**config.mk**
```make
export PLATFORM = sky130hd
export DESIGN_NAME = csa_stream_accumulator
export DESIGN_NICKNAME = d
export VERILOG_FILES = /design/src/rtl/csa_stream_accumulator.sv
export SDC_FILE = /design/constraint.sdc
export NUM_CORES = 1
export LEC_CHECK = 0
export ABC_AREA = 1
export BUFFER_PORTS_ARGS = -buffer_cell sky130_fd_sc_hd__buf_2
export CAP_MARGIN = 20
export CORE_MARGIN = 5
export CORE_UTILIZATION = 50
export CTS_CLUSTER_SIZE = 16
export DETAILED_ROUTE_END_ITERATION = 7
export PLACE_DENSITY = 0.74
export SLEW_MARGIN = 20
export SYNTH_ARGS = -nofsm -noshare
export SYNTH_HDL_FRONTEND = slang
export SYNTH_SLANG_ARGS = --single-unit
```
**constraint.sdc**
```tcl
create_clock -name clk -period 2.6 [get_ports clk]
set_input_delay 0.26 -clock clk [delete_from_list [all_inputs] [get_ports clk]]
set_output_delay 0.26 -clock clk [all_outputs]
set_load 0.02 [all_outputs]
```
**src/rtl/csa_stream_accumulator.sv**
```systemverilog
`default_nettype none
// ============================================================================
// Module   : csa_stream_accumulator
// Brief    : Streams operands into carry-save sum/carry registers, resolves once per group.
// Revision : 1.0 - initial release
// ============================================================================
module csa_stream_accumulator #(
   parameter int WIDTH     = 8,
   parameter int NUM_OPS   = 10,
   parameter int SUM_WIDTH = WIDTH + $clog2(NUM_OPS),
   parameter int CNT_WIDTH = $clog2(NUM_OPS + 1)
) (
   input  logic                 clk,
   input  logic                 rst_n,
   input  logic                 in_valid,
   output logic                 in_ready,
   input  logic [WIDTH-1:0]     in_data,
   input  logic                 in_last,
   output logic                 out_valid,
   input  logic                 out_ready,
   output logic [SUM_WIDTH-1:0] out_sum,
   output logic                 out_co,
   output logic [CNT_WIDTH-1:0] out_count
);

   localparam int                   c_acc_w    = WIDTH + $clog2(NUM_OPS) + 1;
   localparam logic [CNT_WIDTH-1:0] c_last_cnt = CNT_WIDTH'(NUM_OPS - 1);

   typedef enum logic [1:0] {
      ST_ACCUM   = 2'd0,
      ST_RESOLVE = 2'd1,
      ST_DONE    = 2'd2
   } state_t;

   state_t               r_state;
   state_t               w_state_nxt;
   logic [c_acc_w-1:0]   r_cs_sum;
   logic [c_acc_w-1:0]   r_cs_carry;
   logic [CNT_WIDTH-1:0] r_count;
   logic [SUM_WIDTH-1:0] r_out_sum;
   logic                 r_out_co;
   logic [CNT_WIDTH-1:0] r_out_count;

   logic                 w_accept;
   logic                 w_close;
   logic                 w_xfer;
   logic [c_acc_w-1:0]   w_op;
   logic [c_acc_w-1:0]   w_carry_sh;
   logic [c_acc_w-1:0]   w_csa_sum;
   logic [c_acc_w-1:0]   w_csa_carry;
   logic [c_acc_w-1:0]   w_total;
   logic [SUM_WIDTH-1:0] w_res_sum;
   logic                 w_res_co;

   assign w_accept = in_valid && (r_state == ST_ACCUM);
   assign w_close  = w_accept && (in_last || (r_count == c_last_cnt));
   assign w_xfer   = (r_state == ST_DONE) && out_ready;

   // 3:2 row: carry is kept unshifted and weighted by two wherever it is consumed
   assign w_op        = c_acc_w'(in_data);
   assign w_carry_sh  = r_cs_carry << 1;
   assign w_csa_sum   = r_cs_sum ^ w_carry_sh ^ w_op;
   assign w_csa_carry = (r_cs_sum & w_carry_sh) | (r_cs_sum & w_op) | (w_carry_sh & w_op);
   assign w_total     = r_cs_sum + w_carry_sh;

   generate
      if (SUM_WIDTH >= c_acc_w) begin : g_wide_sum
         assign w_res_sum = SUM_WIDTH'(w_total);
         assign w_res_co  = 1'b0;
      end else begin : g_narrow_sum
         assign w_res_sum = w_total[SUM_WIDTH-1:0];
         assign w_res_co  = |w_total[c_acc_w-1:SUM_WIDTH];
      end
   endgenerate

   always_ff @(posedge clk or negedge rst_n) begin
      if (!rst_n) begin
         r_state <= ST_ACCUM;
      end else begin
         r_state <= w_state_nxt;
      end
   end

   always_comb begin
      w_state_nxt = r_state;
      in_ready    = 1'b0;
      out_valid   = 1'b0;
      case (r_state)
         ST_ACCUM: begin
            in_ready = 1'b1;
            if (w_close) begin
               w_state_nxt = ST_RESOLVE;
            end
         end
         ST_RESOLVE: begin
            w_state_nxt = ST_DONE;
         end
         ST_DONE: begin
            out_valid = 1'b1;
            if (out_ready) begin
               w_state_nxt = ST_ACCUM;
            end
         end
         default: begin
            w_state_nxt = ST_ACCUM;
         end
      endcase
   end

   always_ff @(posedge clk or negedge rst_n) begin
      if (!rst_n) begin
         r_cs_sum    <= '0;
         r_cs_carry  <= '0;
         r_count     <= '0;
         r_out_sum   <= '0;
         r_out_co    <= 1'b0;
         r_out_count <= '0;
      end else begin
         if (w_accept) begin
            r_cs_sum   <= w_csa_sum;
            r_cs_carry <= w_csa_carry;
            r_count    <= r_count + CNT_WIDTH'(1);
         end
         if (r_state == ST_RESOLVE) begin
            r_out_sum   <= w_res_sum;
            r_out_co    <= w_res_co;
            r_out_count <= r_count;
         end
         // Output registers keep the last result; only the accumulator is cleared
         if (w_xfer) begin
            r_cs_sum   <= '0;
            r_cs_carry <= '0;
            r_count    <= '0;
         end
      end
   end

   assign out_sum   = r_out_sum;
   assign out_co    = r_out_co;
   assign out_count = r_out_count;

endmodule
`default_nettype wire
```
==> results.toml, run 1 <==
[critical_path]
worst_path_largest_cell_delay_ns = 0.42
crit_path_cell_trace = "ha_1, fa_1, nand2_1, nor2_2, nor2_2, inv_1, nand2_1, nand3_1, nand3_1, nand2_1"
crit_top_cell = "nand2_1"
r2r_start = "r_cs_sum[1]"
critPathMaxFanout = 3
critPathKind = "register to register"
worstReg2RegEnd = "out_sum[9]"
crit_path_start_kind = "register"
crit_path_top_delay_cell = "fa_1"
rrSetupSlack_ns = 0.73
endpoint_kind = "register"
critPathBufInv = 1
worst_r2r_path_depth = 10
worstPathArrival_ns = 2.06
cp.required_ns = 2.79
cp_top_family = "adder cells"

[yosys]
ys_seq_area_share_pct = 45.52
yosysWarnings = 0
synthDominantCellAreaShare_pct = 45.52
yosys-top-cells-area = "dfrtp_1, nand2_1, inv_1"
synth-seq-cells = 48
synth_fp_nets = 351
yosysTopAreaCell = "dfrtp_1"
syn_avg_cell_area_um2 = 8.351
synth_most_common_cell = "nand2_1"
synth-edff-count = 0
yosys-top-cells-count = "nand2_1, inv_1, dfrtp_1"
syn_inst = 316
ys.flop_type = "dfrtp_1"
synthesis.area_mm2 = 0.002639
synth.distinct_cells = 26
async_reset_ff_share_pct = 100.0

[power]
p_leak_nw = 1.630
p_per_area_mw_per_mm2 = 1061
ir_drop_v = 0.0005790

[timing]
worst_pin_slew_ns = 0.5908
fin_tns_setup_ns = 0
hold_viol = 0
slew_headroom_pct = 60.62
fin_crit_sh_pct = 71.73
layout_min_cycle_time_ns = 1.865
fmax_mhz = 536.2
final_max_slew_viol_count = 0
rsz0062_at_grt = "no"
setup_violations = 0
worst_clock_skew_ns = 0.006906

[route]
post-route-drc-count = 0
ant_nets = 0
routed_wirelength_mm = 5.332
wl_per_cell_um = 12.67
drtIter0Drc = 111
routed_via_density = 4.969
num_vias = 2092
drtPass1Iterations = 4

[placement]
gp_congestion = 0.8442
dp_hpwl_mm = 3.878
dpl_cell_area_mm2 = 0.002858
io_buffers = 31

[min_path]
hold_path_class = "input port to async pin"

[grt]
grt_overflow = 0
track_usage_pct = 18.06
antenna_found_initial = 0
grt_pass1_wl_mm = 9.508
grt_pass1_vias = 2090
grt_max_degree = 49

[clock_tree]
cts_tree = "yes"
h-tree-depth = 2
cts.sinks = 48
cts_resized = 0
cts_buffers = 5
cts_root_buf = "clkbuf_8"
cts_setup_buffers = 0
clk_pin_slew_ns = 0.09
clock_path_buffers = 2
cts-hold-fix-buffers = 0
clock_latency_ns = 0.30

[floorplan]
pin_count = 32
dieArea_mm2 = 0.006830
start_util_pct = 51.67
core_mm2 = 0.005107
fp-row-count = 26
die-width_um = 82.65
die_h_um = 82.65

[cells_and_area]
final_layout_size_suffix_gt1_share_pct = 14.81
nets = 385
area_delta_synth_final_pct = 11.81
finalInstanceArea_mm2 = 0.002950
diodes = 0

[job]
cap_violations = 0

[run_status]
status = "finished clean"
## metrics by stage
| step | cells | util, % | power [mW] | setup WS (ns) | hold WS, ns |
|---|---|---|---|---|---|
| CTS | 421 | 57.77 | 3.144 | 0.7549 | 0.07007 |
| global placement | 413 | 55.95 | 2.613 | 0.8727 | 0.3943 |
| finish | 421 | 57.77 | 3.131 | 0.7350 | 0.04030 |
| global route | 421 | 57.77 | 3.434 | 0.6254 | 0.1052 |
| floorplan | 316 | - | 2.267 | 0.9390 | -0.03559 |
| detailed placement | 413 | 55.95 | 2.670 | 0.8024 | 0.3979 |
## flip-flops by register name, summed over array words and instances, names as in the netlist
name / count
out_count: 4
out_sum: 12
out_co: 1
r_count: 4
r_cs_sum: 13
r_cs_carry: 12
r_state: 2
## final cells by class
class	instances	area [um^2]
sequential	48	1201
clock buffer	6	82.58
timing repair buffer	33	170.2
fill	491	2157
multi-input combinational	208	1196
clock inverter	2	10.01
tap	70	87.58
inverter	54	202.7
## power breakdown
group | switching (mW) | total (mW) | internal (mW)
Sequential | 0.174 | 1.19 | 1.01
Combinational | 0.951 | 1.47 | 0.524
Clock | 0.255 | 0.467 | 0.213
## worst max-delay path by stage
stage,startpoint,to,depth (start not counted)
floorplan,r_cs_sum[1],out_sum[9],10
global placement,r_cs_sum[1],out_sum[9],10
detailed placement,r_cs_sum[1],out_sum[9],10
CTS,r_cs_sum[1],out_sum[9],10
global route,r_cs_sum[1],out_sum[9],10
finish,r_cs_sum[1],out_sum[9],10
## layout by cell type (no fill, tap or decap)
cell type	n
nand2_1	92
inv_1	53
dfrtp_1	48
buf_2	31
o21ai_0	19
nand3_1	16
nor2_1	15
o22ai_1	14
ha_1	14
fa_1	8
clkbuf_8	6
a21oi_1	5
nor2_2	4
nand4_1	4
o21ai_1	4
nand2_2	3
xor2_1	2
a31oi_1	2
clkinv_2	2
buf_4	2
nand2_4	1
inv_2	1
nand3_2	1
o21ai_2	1
xnor2_1	1
or2_1	1
o31ai_1	1
## worst reg2reg max path: stages (launching register included)
cell and delay, ns:
dfrtp_1 0.40, ha_1 0.24, fa_1 0.42, nand2_1 0.12, nor2_2 0.05, nor2_2 0.16, inv_1 0.07, nand2_1 0.08
nand3_1 0.07, nand3_1 0.09, nand2_1 0.05
## routing by layer
metal / GRT usage (%) / part of all wire, % / up-vias
met5: 0 / 0 / -
li1: - / - / 1064
met4: 5.882 / 1.4 / 0
met3: 4.013 / 5.3 / 10
met1: 24.48 / 50 / 967
met2: 28.77 / 44 / 51
## logic make-up (layout without fill, tap and decap cells)
kind of cell | count (synthesis) | in the layout | share of synthesized area (%)
adders and majority gates | 22 | 22 | 12.71
buffers and inverters | 60 | 95 | 9.151
DFF | 48 | 48 | 45.52
AOI/OAI and AO/OA | 46 | 46 | 9.720
xor gates and xnor gates | 3 | 3 | 0.9959
and+or+nand+nor | 137 | 137 | 21.91
Power figures use the tool's default switching activity.
==> inputs of run 2 (changes only) <==
--- a/config.mk
+++ b/config.mk
@@ -5,7 +5,7 @@
 export SDC_FILE = /design/constraint.sdc
 export NUM_CORES = 1
 export LEC_CHECK = 0
-export ABC_AREA = 1
+export ABC_AREA = 0
 export BUFFER_PORTS_ARGS = -buffer_cell sky130_fd_sc_hd__buf_2
 export CAP_MARGIN = 20
 export CORE_MARGIN = 5
==> constraint.sdc (replaced) <==
create_clock -name clk -period 1.8 [get_ports clk]
set_input_delay 0.18 -clock clk [delete_from_list [all_inputs] [get_ports clk]]
set_output_delay 0.18 -clock clk [all_outputs]
set_load 0.02 [all_outputs]
==> results.toml, run 2 <==
[route]
wl_per_cell_um = 14.12
ant_nets = 0
routed_via_density = 5.132
drtIter0Drc = 82
routed_wirelength_mm = 5.042
post-route-drc-count = 0
num_vias = 1832
drtPass1Iterations = 4

[yosys]
synth-seq-cells = 48
synth.distinct_cells = 36
yosysWarnings = 0
async_reset_ff_share_pct = 100.0
syn_avg_cell_area_um2 = 10.35
yosys-top-cells-area = "dfrtp_1, ha_1, o21ai_0"
yosys-top-cells-count = "dfrtp_1, nand2_1, o21ai_0"
yosysTopAreaCell = "dfrtp_1"
synthDominantCellAreaShare_pct = 47.74
synthesis.area_mm2 = 0.002516
synth_fp_nets = 278
synth_most_common_cell = "dfrtp_1"
ys.flop_type = "dfrtp_1"
synth-edff-count = 0
syn_inst = 243
ys_seq_area_share_pct = 47.74

[timing]
worst_clock_skew_ns = 0.003466
worst_pin_slew_ns = 0.5105
hold_viol = 0
rsz0062_at_grt = "yes"
worst_slack_ns = -0.02501
fmax_mhz = 547.9
setup_violations = 1
final_max_slew_viol_count = 0
fin_crit_sh_pct = 101.4
layout_min_cycle_time_ns = 1.825
fin_tns_setup_ns = -0.02501
slew_headroom_pct = 65.97

[floorplan]
core_mm2 = 0.004817
die-width_um = 80.94
pin_count = 32
fp-row-count = 25
start_util_pct = 52.23
dieArea_mm2 = 0.006551
die_h_um = 80.94

[critical_path]
endpoint = "out_sum[11]"
critPathKind = "register to register"
crit_path_start_kind = "register"
crit_start = "r_cs_carry[0]"
worstPathArrival_ns = 2.04
cp.required_ns = 2.01
rrSetupSlack_ns = -0.03
endpoint_kind = "register"
worst_r2r_path_depth = 7
critPathMaxFanout = 3
r2r_start = "r_cs_carry[0]"
worstReg2RegEnd = "out_sum[11]"

[clock_tree]
h-tree-depth = 2
cts_root_buf = "clkbuf_8"
cts.sinks = 48
clock_path_buffers = 2
cts_buffers = 5
clk_pin_slew_ns = 0.08
clock_latency_ns = 0.30
cts_tree = "yes"

[power]
total_power_mw = 4.533
p_per_area_mw_per_mm2 = 1509
ir_drop_v = 0.0009098
p_leak_nw = 1.480

[cells_and_area]
mostFrequentLayoutCell = "dfrtp_1"
largest-register = "r_cs_sum"
final_layout_size_suffix_gt1_share_pct = 26.90
final_cell_mix = "dfrtp_1, nand2_1, o21ai_0, buf_2, inv_1"
finalInstanceArea_mm2 = 0.003003
num-fill-cells = 425
area_delta_synth_final_pct = 19.34
nets = 325
largest_register_ffs = 13
diodes = 0
finalNonFillerCells = 357

[placement]
gp_congestion = 0.8572
dpl_cell_area_mm2 = 0.002790
dp.cells = 343
dp_hpwl_mm = 3.647
io_buffers = 31

[grt]
grt_pass1_wl_mm = 8.418
grt_max_degree = 31
antenna_found_initial = 0
grt_overflow = 0
track_usage_pct = 16.88
grt_pass1_vias = 1828

[min_path]
hold_path_class = "input port to register"

[run_status]
violations = "setup timing"
status = "finished, violations left"

[job]
cap_violations = 0
## run 2: worst max-delay path, cell delays in order, from the launching register on
cell     delay (ns)
dfrtp_1        0.39
ha_2           0.20
fa_2           0.37
a21oi_2        0.15
o211a_1        0.20
nor3_2         0.05
o21a_1         0.20
o31ai_2        0.17
## run 2: kinds of logic after synthesis
family	share of synthesized area [%]
AND/OR/NAND/NOR	8.205
multiplexers	2.635
adder cells (fa/ha/maj)	13.33
flip-flops	47.74
XOR/XNOR	4.177
AO/OA/AOI/OAI	17.60
buffers and inverters	6.315
## run 2: power by group
group | switching, mW | leakage [nW] | internal [mW]
combinational | 1.21 | 0.800 | 0.930
sequential | 0.276 | 0.630 | 1.44
clock | 0.340 | 0.0503 | 0.342
## run 2: worst min path at each step
stage                         start            to  slack (ns)  cells past startpoint
after global placement        rst_n  out_count[3]        0.14                      1
after floorplan               rst_n        out_co       -0.12                      0
after CTS                 out_ready    r_count[3]        0.09                      2
final                     out_ready    r_count[3]         0.1                      2
after detailed placement      rst_n  out_count[3]        0.14                      1
after global routing      out_ready    r_count[3]        0.11                      2
## run 2: timing repair
item,CTS,global route
endpoints found under the hold margin,16,0
pin swaps,4,8
setup buffers,5,1
gates resized for setup,1,10
hold buffers,1,0
setup endpoints to repair,3,7
## run 2: area by class of cell
type,instances,area (um^2),area share [%]
Multi-Input combinational cell,159,1227,40.88
Sequential cell,48,1201,40.00
Timing Repair Buffer,49,292.8,9.750
Inverter,27,101.3,3.375
Clock buffer,7,96.34,3.208
Tap cell,67,83.83,2.792
## run 2: stage by stage
step	setup WS (ns)	util, %	hold WS, ns
6_report	-0.02501	62.34	0.09910
5_1_grt	-0.08339	62.34	0.1075
4_1_cts	-0.004620	61.06	0.08522
3_5_place_dp	-0.04800	57.92	0.1368
3_3_place_gp	-0.007422	57.92	0.1407
2_1_floorplan	0.01745	-	-0.1156
## run 2: routing by layer
| layer | up-vias | track usage (%) | wire length, um |
|---|---|---|---|
| met1 | 886 | 21.71 | 2292 |
| li1 | 905 | - | - |
| met4 | 0 | 5.405 | 65 |
| met5 | - | 0 | 0 |
| met3 | 6 | 3.991 | 221 |
| met2 | 35 | 28.16 | 2463 |
